File: src/rtl/rr_arb_mux.sv
// Round-robin packet arbiter feeding a single registered output stage.
// A requester that wins with a non-last beat keeps the grant until its last beat.
//
//   state  | meaning
//   IDLE   | no packet in flight; next grant searched from last_ptr+1 with wrap
//   LOCKED | mid-packet; only lock_idx may transfer until its last beat
module rr_arb_mux #(
   parameter int NUM_REQ = 10,
   parameter int DATA_W  = 32,
   localparam int SRC_W  = (NUM_REQ > 1) ? $clog2(NUM_REQ) : 1
) (
   input  logic                      clk,
   input  logic                      rst,
   input  logic [NUM_REQ-1:0]        req_valid,
   input  logic [NUM_REQ*DATA_W-1:0] req_data,
   input  logic [NUM_REQ-1:0]        req_last,
   output logic [NUM_REQ-1:0]        req_ready,
   output logic                      out_valid,
   output logic [DATA_W-1:0]         out_data,
   output logic                      out_last,
   output logic [SRC_W-1:0]          out_src,
   input  logic                      out_ready
);

   typedef enum logic {IDLE, LOCKED} state_t;

   state_t            state, state_nxt;
   logic [SRC_W-1:0]  last_ptr, lock_idx, grant_idx;
   logic              can_load, found, xfer, sel_last;
   logic [DATA_W-1:0] sel_data;

   assign can_load = !out_valid || out_ready;

   // Grant selection deliberately ignores req_data and req_last.
   always_comb begin
      grant_idx = lock_idx;
      found     = 1'b0;
      req_ready = '0;
      if (state == IDLE) begin
         for (int k = 1; k <= NUM_REQ; k++) begin
            if (!found && req_valid[SRC_W'((int'(last_ptr) + k) % NUM_REQ)]) begin
               found     = 1'b1;
               grant_idx = SRC_W'((int'(last_ptr) + k) % NUM_REQ);
            end
         end
      end else begin
         found = 1'b1;
      end
      if (!rst && can_load && found)
         req_ready[grant_idx] = 1'b1;
   end

   assign xfer     = |(req_valid & req_ready);
   assign sel_last = req_last[grant_idx];
   assign sel_data = req_data[int'(grant_idx)*DATA_W +: DATA_W];

   always_comb begin
      state_nxt = state;
      case (state)
         IDLE:    if (xfer && !sel_last) state_nxt = LOCKED;
         LOCKED:  if (xfer && sel_last)  state_nxt = IDLE;
         default: state_nxt = IDLE;
      endcase
   end

   always_ff @(posedge clk) begin
      if (rst) begin
         state     <= IDLE;
         last_ptr  <= SRC_W'(NUM_REQ - 1);
         lock_idx  <= '0;
         out_valid <= 1'b0;
         out_data  <= '0;
         out_last  <= 1'b0;
         out_src   <= '0;
      end else begin
         state <= state_nxt;
         if (xfer) begin
            out_valid <= 1'b1;
            out_data  <= sel_data;
            out_last  <= sel_last;
            out_src   <= grant_idx;
            if (state == IDLE)
               lock_idx <= grant_idx;
            // Priority rotates only on packet boundaries, never mid-packet.
            if (sel_last)
               last_ptr <= grant_idx;
         end else if (out_ready) begin
            out_valid <= 1'b0;
         end
      end
   end

endmodule

File: config.mk
export PLATFORM = sky130hd
export DESIGN_NAME = rr_arb_mux
export DESIGN_NICKNAME = d
export VERILOG_FILES = /design/src/rtl/rr_arb_mux.sv
export SDC_FILE = /design/constraint.sdc
export NUM_CORES = 1
export LEC_CHECK = 0
export CORE_UTILIZATION = 45
export DETAILED_ROUTE_END_ITERATION = 7
export GPL_TIMING_DRIVEN = 0
export MAX_ROUTING_LAYER = met4
export PLACE_DENSITY = 0.9
export SLEW_MARGIN = 15
export SYNTH_ARGS = -nofsm -noshare
export SYNTH_HDL_FRONTEND = slang
export SYNTH_SLANG_ARGS = --single-unit
File: constraint.sdc
create_clock -name clk -period 7.68 [get_ports clk]
set_input_delay 1.536 -clock clk [delete_from_list [all_inputs] [get_ports clk]]
set_output_delay 1.536 -clock clk [all_outputs]
set_load 0.01 [all_outputs]
==> impl_results.md <==
* Initial Utilization at 0.4598
* WS Path Type: in -> out
* Main synth FF type: dfxtp_1
* Most common cell after layout, fill and taps aside: clkdlybuf4s50_1
* Clock Power Share at 0.031
* Logic pwr share at 0.936
* Critical Path Most Common Cell: clkdlybuf4s50_1
* Worst Tran Pin Value at 0.9184 ns
* Clock latency on the worst-skew pair at just over 0.3 ns
* Slew headroom at 0.3702
* Maximum clock frequency at approximately 0.13 GHz
* Nets@finish at slightly above 2000
* Unique masters post-synth at 120
* DR vias/cell at between 6 and 7
* Max Cap Viol at 0
* Final Cell Area at 15420 sq um
* Setup Viol. Count Final at 0
* Sequential fraction of design power at 0.034
* Power per cell area at 643.9 nW/um^2
* Simple-Gate Fraction of Synth Area at 0.1767
* DRC at 0
* Endpoint class of the critical path: primary output
* FFs w/ async S/R, synth at 0
* H-tree level count at 2
* Seq/Total Area, Yosys at 0.09377
* Net Sw Frac at 0.5445
* Placer Congestion at 1.058
* Vias at about 13000
* Synth Area in Compound Gates at 0.2808
* Slowest CP cell: clkdlybuf4s50_1
* Slew Viols, Final at 0
* Final Cycle Share at 0.9902
* Internal power at 4.523 mW
* Hold Vio Cnt, Final at 0
* Yosys warning count at 0
* Drt first-iter violations at 1077
* Post-synthesis mux area share at 0.3035
* Ports at 391
* WL final at 56.64 mm
* Vias in the first global route at 11830
* Lkg Pwr at ~6.4 nW
* CP startpoint kind: input pin
* Hpwl dp at 45.85 mm
* Largest net degree at the start of global routing at 20
* CTS Sinks at 47
* Drt first pass iters at 8
* CTS buffer count at 5
* Std-Cell Rows at 54
* IO buf count at 390
* Crit-path cells: clkdlybuf4s50_1 -> mux2_1 -> mux4_2 -> o211ai_2 -> nand2_2 -> or2_1 -> or3_1 -> o221ai_2 -> o21ai_4 -> nand2b_1 -> buf_6 -> nor2_1 -> clkdlybuf4s50_1
* RSZ-0062 raised after global routing: true
* Most frequent cells in the layout: clkdlybuf4s50_1, mux2i_1, nor2_1
* Total grt overflow at 0
* Final worst slack at between 0.07 and 0.08 ns
* DP Worst Slack at -1.614 ns
* Main combinational cell family by area after synthesis: multiplexers
* Reg clk slew, reported paths at 0.07 ns
* Mean area per synthesized cell at around 8.3 sq um
* Syn_nets at 1585
* Post-route ant nets at 0
* First-pass GRT wire length at 78.39 mm
* Die span in x at 151.3 um
* Layout cell share with drive strength beyond 1 at 0.2205
* Arrival time of the worst setup path at 6.07 ns
* Outcome: finished clean
* Vertical die dimension at 151.3 um
* Root buffer cell: clkbuf_16
* Peak VDD IR at 0.0004610 V
* Synth Area in XOR/XNOR at 0.02207
* Die ar. at 22900 sq um
* Crit path max-delay family: simple AND/OR/NAND/NOR gates
* Drt wl/cell at between 20 and 30 um
* WP data required at 6.14 ns
* Hold-fix buffers at CTS at 0
* Area Growth Syn to Fin at 53.69%
* Worst Skew at 0.007164 ns
* Post-Synthesis Cells at 1204
* HP Class: reg -> reg
* Switching pwr at 5.406 mW
* Worst path max stage delay at 0.58 ns
* Deepest clock path buffer count at 2
* Worst-path maximum fanout at 19
* Placed Area at 14290 sq um
* Number of enable flip-flop cells after synthesis at 0
* Post-Synth Adder-Cell Area at 0.05349
* Total Routing Usage GR at 0.4954
* Post-synthesis instance area at 10030 sq um
* Core area at 21820 sq um
* Initial antenna violation count at 14
* Worst path bufs/invs at 3
* Clock period minus worst slack at 7.605 ns
* CTS tree: built
* Yosys reg bits at 47
==> layer usage <==
layer	vias to the layer above	wire, um	GRT usage
li1	5536	-	-
met1	5944	19730	0.5192
met2	816	25200	0.7463
met3	244	5968	0.1681
met4	0	5736	0.4240
met5	-	0	-
==> tightest hold or removal path, delay by kind of cell, from the launching register on <==
family	cells	cell delay, ns
and+or+nand+nor	1	0.06
AOI/OAI and AO/OA	1	0.05
DFF	1	0.31
==> power groups by stage <==
stage	clock (mW)	combinational, mW	sequential [mW]
final	0.304	9.29	0.335
after detailed placement	0	8.27	0.338
after global routing	0.311	9.60	0.337
after CTS	0.299	8.55	0.332
after floorplan	0	6.02	0.338
after global placement	0	8.19	0.338
==> stage by stage <==
step	power (mW)	utilization	setup TNS (ns)	hold WS, ns	std cells
finish	9.930	0.7067	0	0.4756	1946
global route	10.24	0.7066	-0.1065	0.4831	1945
CTS	9.178	0.6820	0	0.4692	1898
detailed placement	8.609	0.6547	-15.90	0.4602	1874
global placement	8.533	0.6547	-17.02	0.4519	1874
floorplan	6.353	-	0	0.4660	1204
==> cell usage after synthesis (all sizes together), types with 8 or more instances <==
library cell  number  share of area
o21a              12         0.0091
nor4               9         0.0069
o31ai             10          0.010
a21o               8         0.0060
o211ai            12         0.0095
nand2             48          0.019
dfxtp             47          0.094
buf               67          0.049
nand2b            26          0.016
clkbuf            27          0.010
o22ai             71          0.064
xnor2             19          0.019
o21ai             35          0.021
mux4               8          0.018
o221ai             9         0.0085
ha                38          0.047
a31oi              8         0.0050
mux2              79          0.089
nor3              35          0.020
a21oi             81          0.045
a211oi            20          0.016
nor2             100          0.038
and2               8         0.0050
inv               26         0.0097
mux2i            197           0.20
nand3             48          0.025
nor2b             13         0.0081
==> area by class of cell <==
type	count	area, sq um
Antenna cell	15	37.54
Buffer	90	661.9
Clock buffer	5	125.1
Clock inverter	3	67.56
Fill cell	1810	6401
Inverter	29	122.6
Multi-Input combinational cell	1034	8775
Sequential cell	47	950.9
Tap cell	280	350.3
Timing Repair Buffer	443	4332
==> cells by family after synthesis <==
kind of cell,count (synthesis)
compound gates,348
simple gates,337
flops,47
fa+ha+maj,44
xor+xnor,21
buf+inv,123
mux,284
==> state kept, by name (all words and copies together) (netlist names), named ones only <==
signal	cells
out_data	32
out_last	1
out_src	4
lock_idx	4
out_valid	1
last_ptr	4
==> path summary, 6_finish.rpt <==
kind | startpoint | to | slack, ns | depth (start not counted)
max reg2reg | last_ptr[0] | out_data[22] | 0.96 | 29
min reg2reg | out_data[5] | out_data[5] | 0.48 | 2
max | req_valid[0] | req_ready[0] | 0.08 | 13
min | out_data[5] | out_data[5] | 0.48 | 2
==> what timing repair did <==
action                                  4_1_cts  5_1_grt
pin swaps                                    12       21
hold endpoints to repair                      0        0
cloned                                        0        0
setup buffers                                20       33
resized for setup                            61       48
endpoints found under the setup margin       35       10
(Power assumes the default switching activity.)
==> patch: new RTL, same settings <==
Make the reset (`rst`) asynchronous in one clocked block.
--- a/src/rtl/rr_arb_mux.sv
+++ b/src/rtl/rr_arb_mux.sv
@@ -64,5 +64,5 @@
    end
 
-   always_ff @(posedge clk) begin
+   always_ff @(posedge clk or posedge rst) begin
       if (rst) begin
          state     <= IDLE;
Check against the original RTL: not settled (the Yosys comparison gave no result); the edit may change what the design does.
==> patch against the original RTL <==
Synthesized cell count fell by 20%; routed wire length shrank 11%; sequential share of layout area up 2.0 points; design area fell by 5.9%; sequential cell count stayed put; setup slack got worse by 0.065 ns; highest routed layer unchanged; synthesized area down 10%.
Power is not shown: default switching activity piles up to over one toggle a cycle in this logic, so the estimate is an artifact.
==> patch: results (changes against the original RTL) <==
| Metric | Value |
|---|---|
| Fill count | `1,398 (-23%)` |
| Worst stage delay on the critical path | `0.62 ns (+0.04 ns)` |
| Worst-margin pin slew | `0.908 ns (-0.0100 ns)` |
| Clk_lat worst skew | `0.31 ns (about the same)` |
| Sequential fraction of the synthesis area | `13.1% (+3.7 points)` |
| R2R setup slack | `0.41 ns (-0.55 ns)` |
| Final setup margin | `0.0106 ns (-0.0646 ns)` |
| Vias | `11,600 (-7.9%)` |
| Critical Path Source | `last_ptr[0]` |
| RR Endpoint | `out_data[18]` |
| GRT Total Usage | `48.9% (-0.68 points)` |
| First-pass GRT wire length | `69,600 um (-11%)` |
| Share of layout cells above drive strength 1 | `25.0% (+3.0 points)` |
| Ys async rst share | `100% (+100 points)` |
| DR pass1 iterations | `6 (-2)` |
| Worst r2r path cells | `27 (-6.9%)` |
| Syn avg cell area | `9.35 um^2 (+12%)` |
| Vias/cell | `6.79 (+5.3%)` |
| Top reg by flops | `out_data` |
| Synth unique cells | `110 (-8.3%)` |
| Number of global-route vias before repair | `10,500 (-11%)` |
| Post-Place Cells | `1,620 (-14%)` |
| Max FO, Critical Path | `10 (-9)` |
| Status | `finished, final reports clean` |
| Clk_skew | `0.0102 ns (+0.00302 ns)` |
| Initial antenna violation count | `16 (+2)` |
| NumNets Final | `1,803 (-11%)` |
| Commonest cells in the netlist | `mux4_2 (75), mux2i_1 (61), nor2_1 (60)` |
| Wire per inst | `29.7 um (+2.1%)` |
| Top_reg_cell synth | `dfrtp_1` |
| Syn_nets | `1,345 (-15%)` |
| Final GP Congestion | `1.09 (+2.8%)` |
| Detailed Route Iter0 Violations | `1,585 (+47%)` |
| Largest net degree at the start of global routing | `26 (+30%)` |
| Post-Place Setup Slack | `-2.33 ns (-0.719 ns)` |
| Dpl hpwl | `40,400 um (-12%)` |
| Synth area leaders | `mux4_2 (19%), dfrtp_1 (13%), mux2i_1 (6.8%)` |
| CP arrival | `6.13 ns (+0.06 ns)` |
-- patch: metrics by stage --
step	hold slack [ns]	setup TNS (ns)	utilization [%]	area, um^2
after floorplan	0.483	0	-	9010
after global placement	0.470	-53.88	67.8	13200
after detailed placement	0.494	-57.21	68.0	13300
after CTS	0.509	0	72.1	14100
after global routing	0.521	-1.39	74.3	14500
final	0.511	0	74.3	14500
-- patch: logic make-up after synthesis --
family | synth area share (%)
buffers and inverters | 5.56
muxes | 32.7
DFF | 13.1
AOI/OAI and AO/OA | 23.6
xor gates and xnor gates | 2.42
and+or+nand+nor | 17.0
adders and majority gates | 5.63
-- patch: cell type report --
class / count / share of cell area, %
clock inverter: 3 / 0.328
tap: 265 / 2.29
multi-input combinational: 815 / 53.6
clock buffer: 5 / 0.862
antenna: 14 / 0.241
inverter: 34 / 0.957
sequential: 47 / 8.14
timing repair buffer: 454 / 30.0
buffer: 65 / 3.54
-- patch: worst min path at each step --
stage                      start  slack [ns]           end  cells past startpoint
finish                 out_valid        0.51     out_valid                      1
global route        out_data[23]        0.52  out_data[23]                      1
CTS                 out_data[21]        0.51  out_data[21]                      1
detailed placement  out_data[23]        0.49  out_data[23]                      1
global placement    out_data[21]        0.47  out_data[21]                      1
floorplan            lock_idx[1]        0.48   lock_idx[1]                      1
-- patch: timing repair --
item	4_1_cts	5_1_grt
buffers inserted	31	32
gates resized for setup	114	62
pin swaps	20	26
endpoints found under the setup margin	57	10
-- patch: critical path, delay by kind of cell (launching register included) --
| kind | cells | cell delay [ns] |
|---|---|---|
| AND/OR/NAND/NOR | 7 | 1.59 |
| buffers and inverters | 9 | 1.42 |
| multiplexers | 1 | 0.36 |
| adder cells (fa/ha/maj) | 2 | 0.58 |
| flip-flops | 1 | 0.62 |
| AO/OA/AOI/OAI | 6 | 1.24 |
-- patch: layer usage --
layer	track usage, %	wire [um]	vias up
li1	-	-	4742
met1	63.0	19300	5641
met2	72.2	22000	967
met3	15.2	6830	201
met4	16.7	2380	0
met5	-	0	-
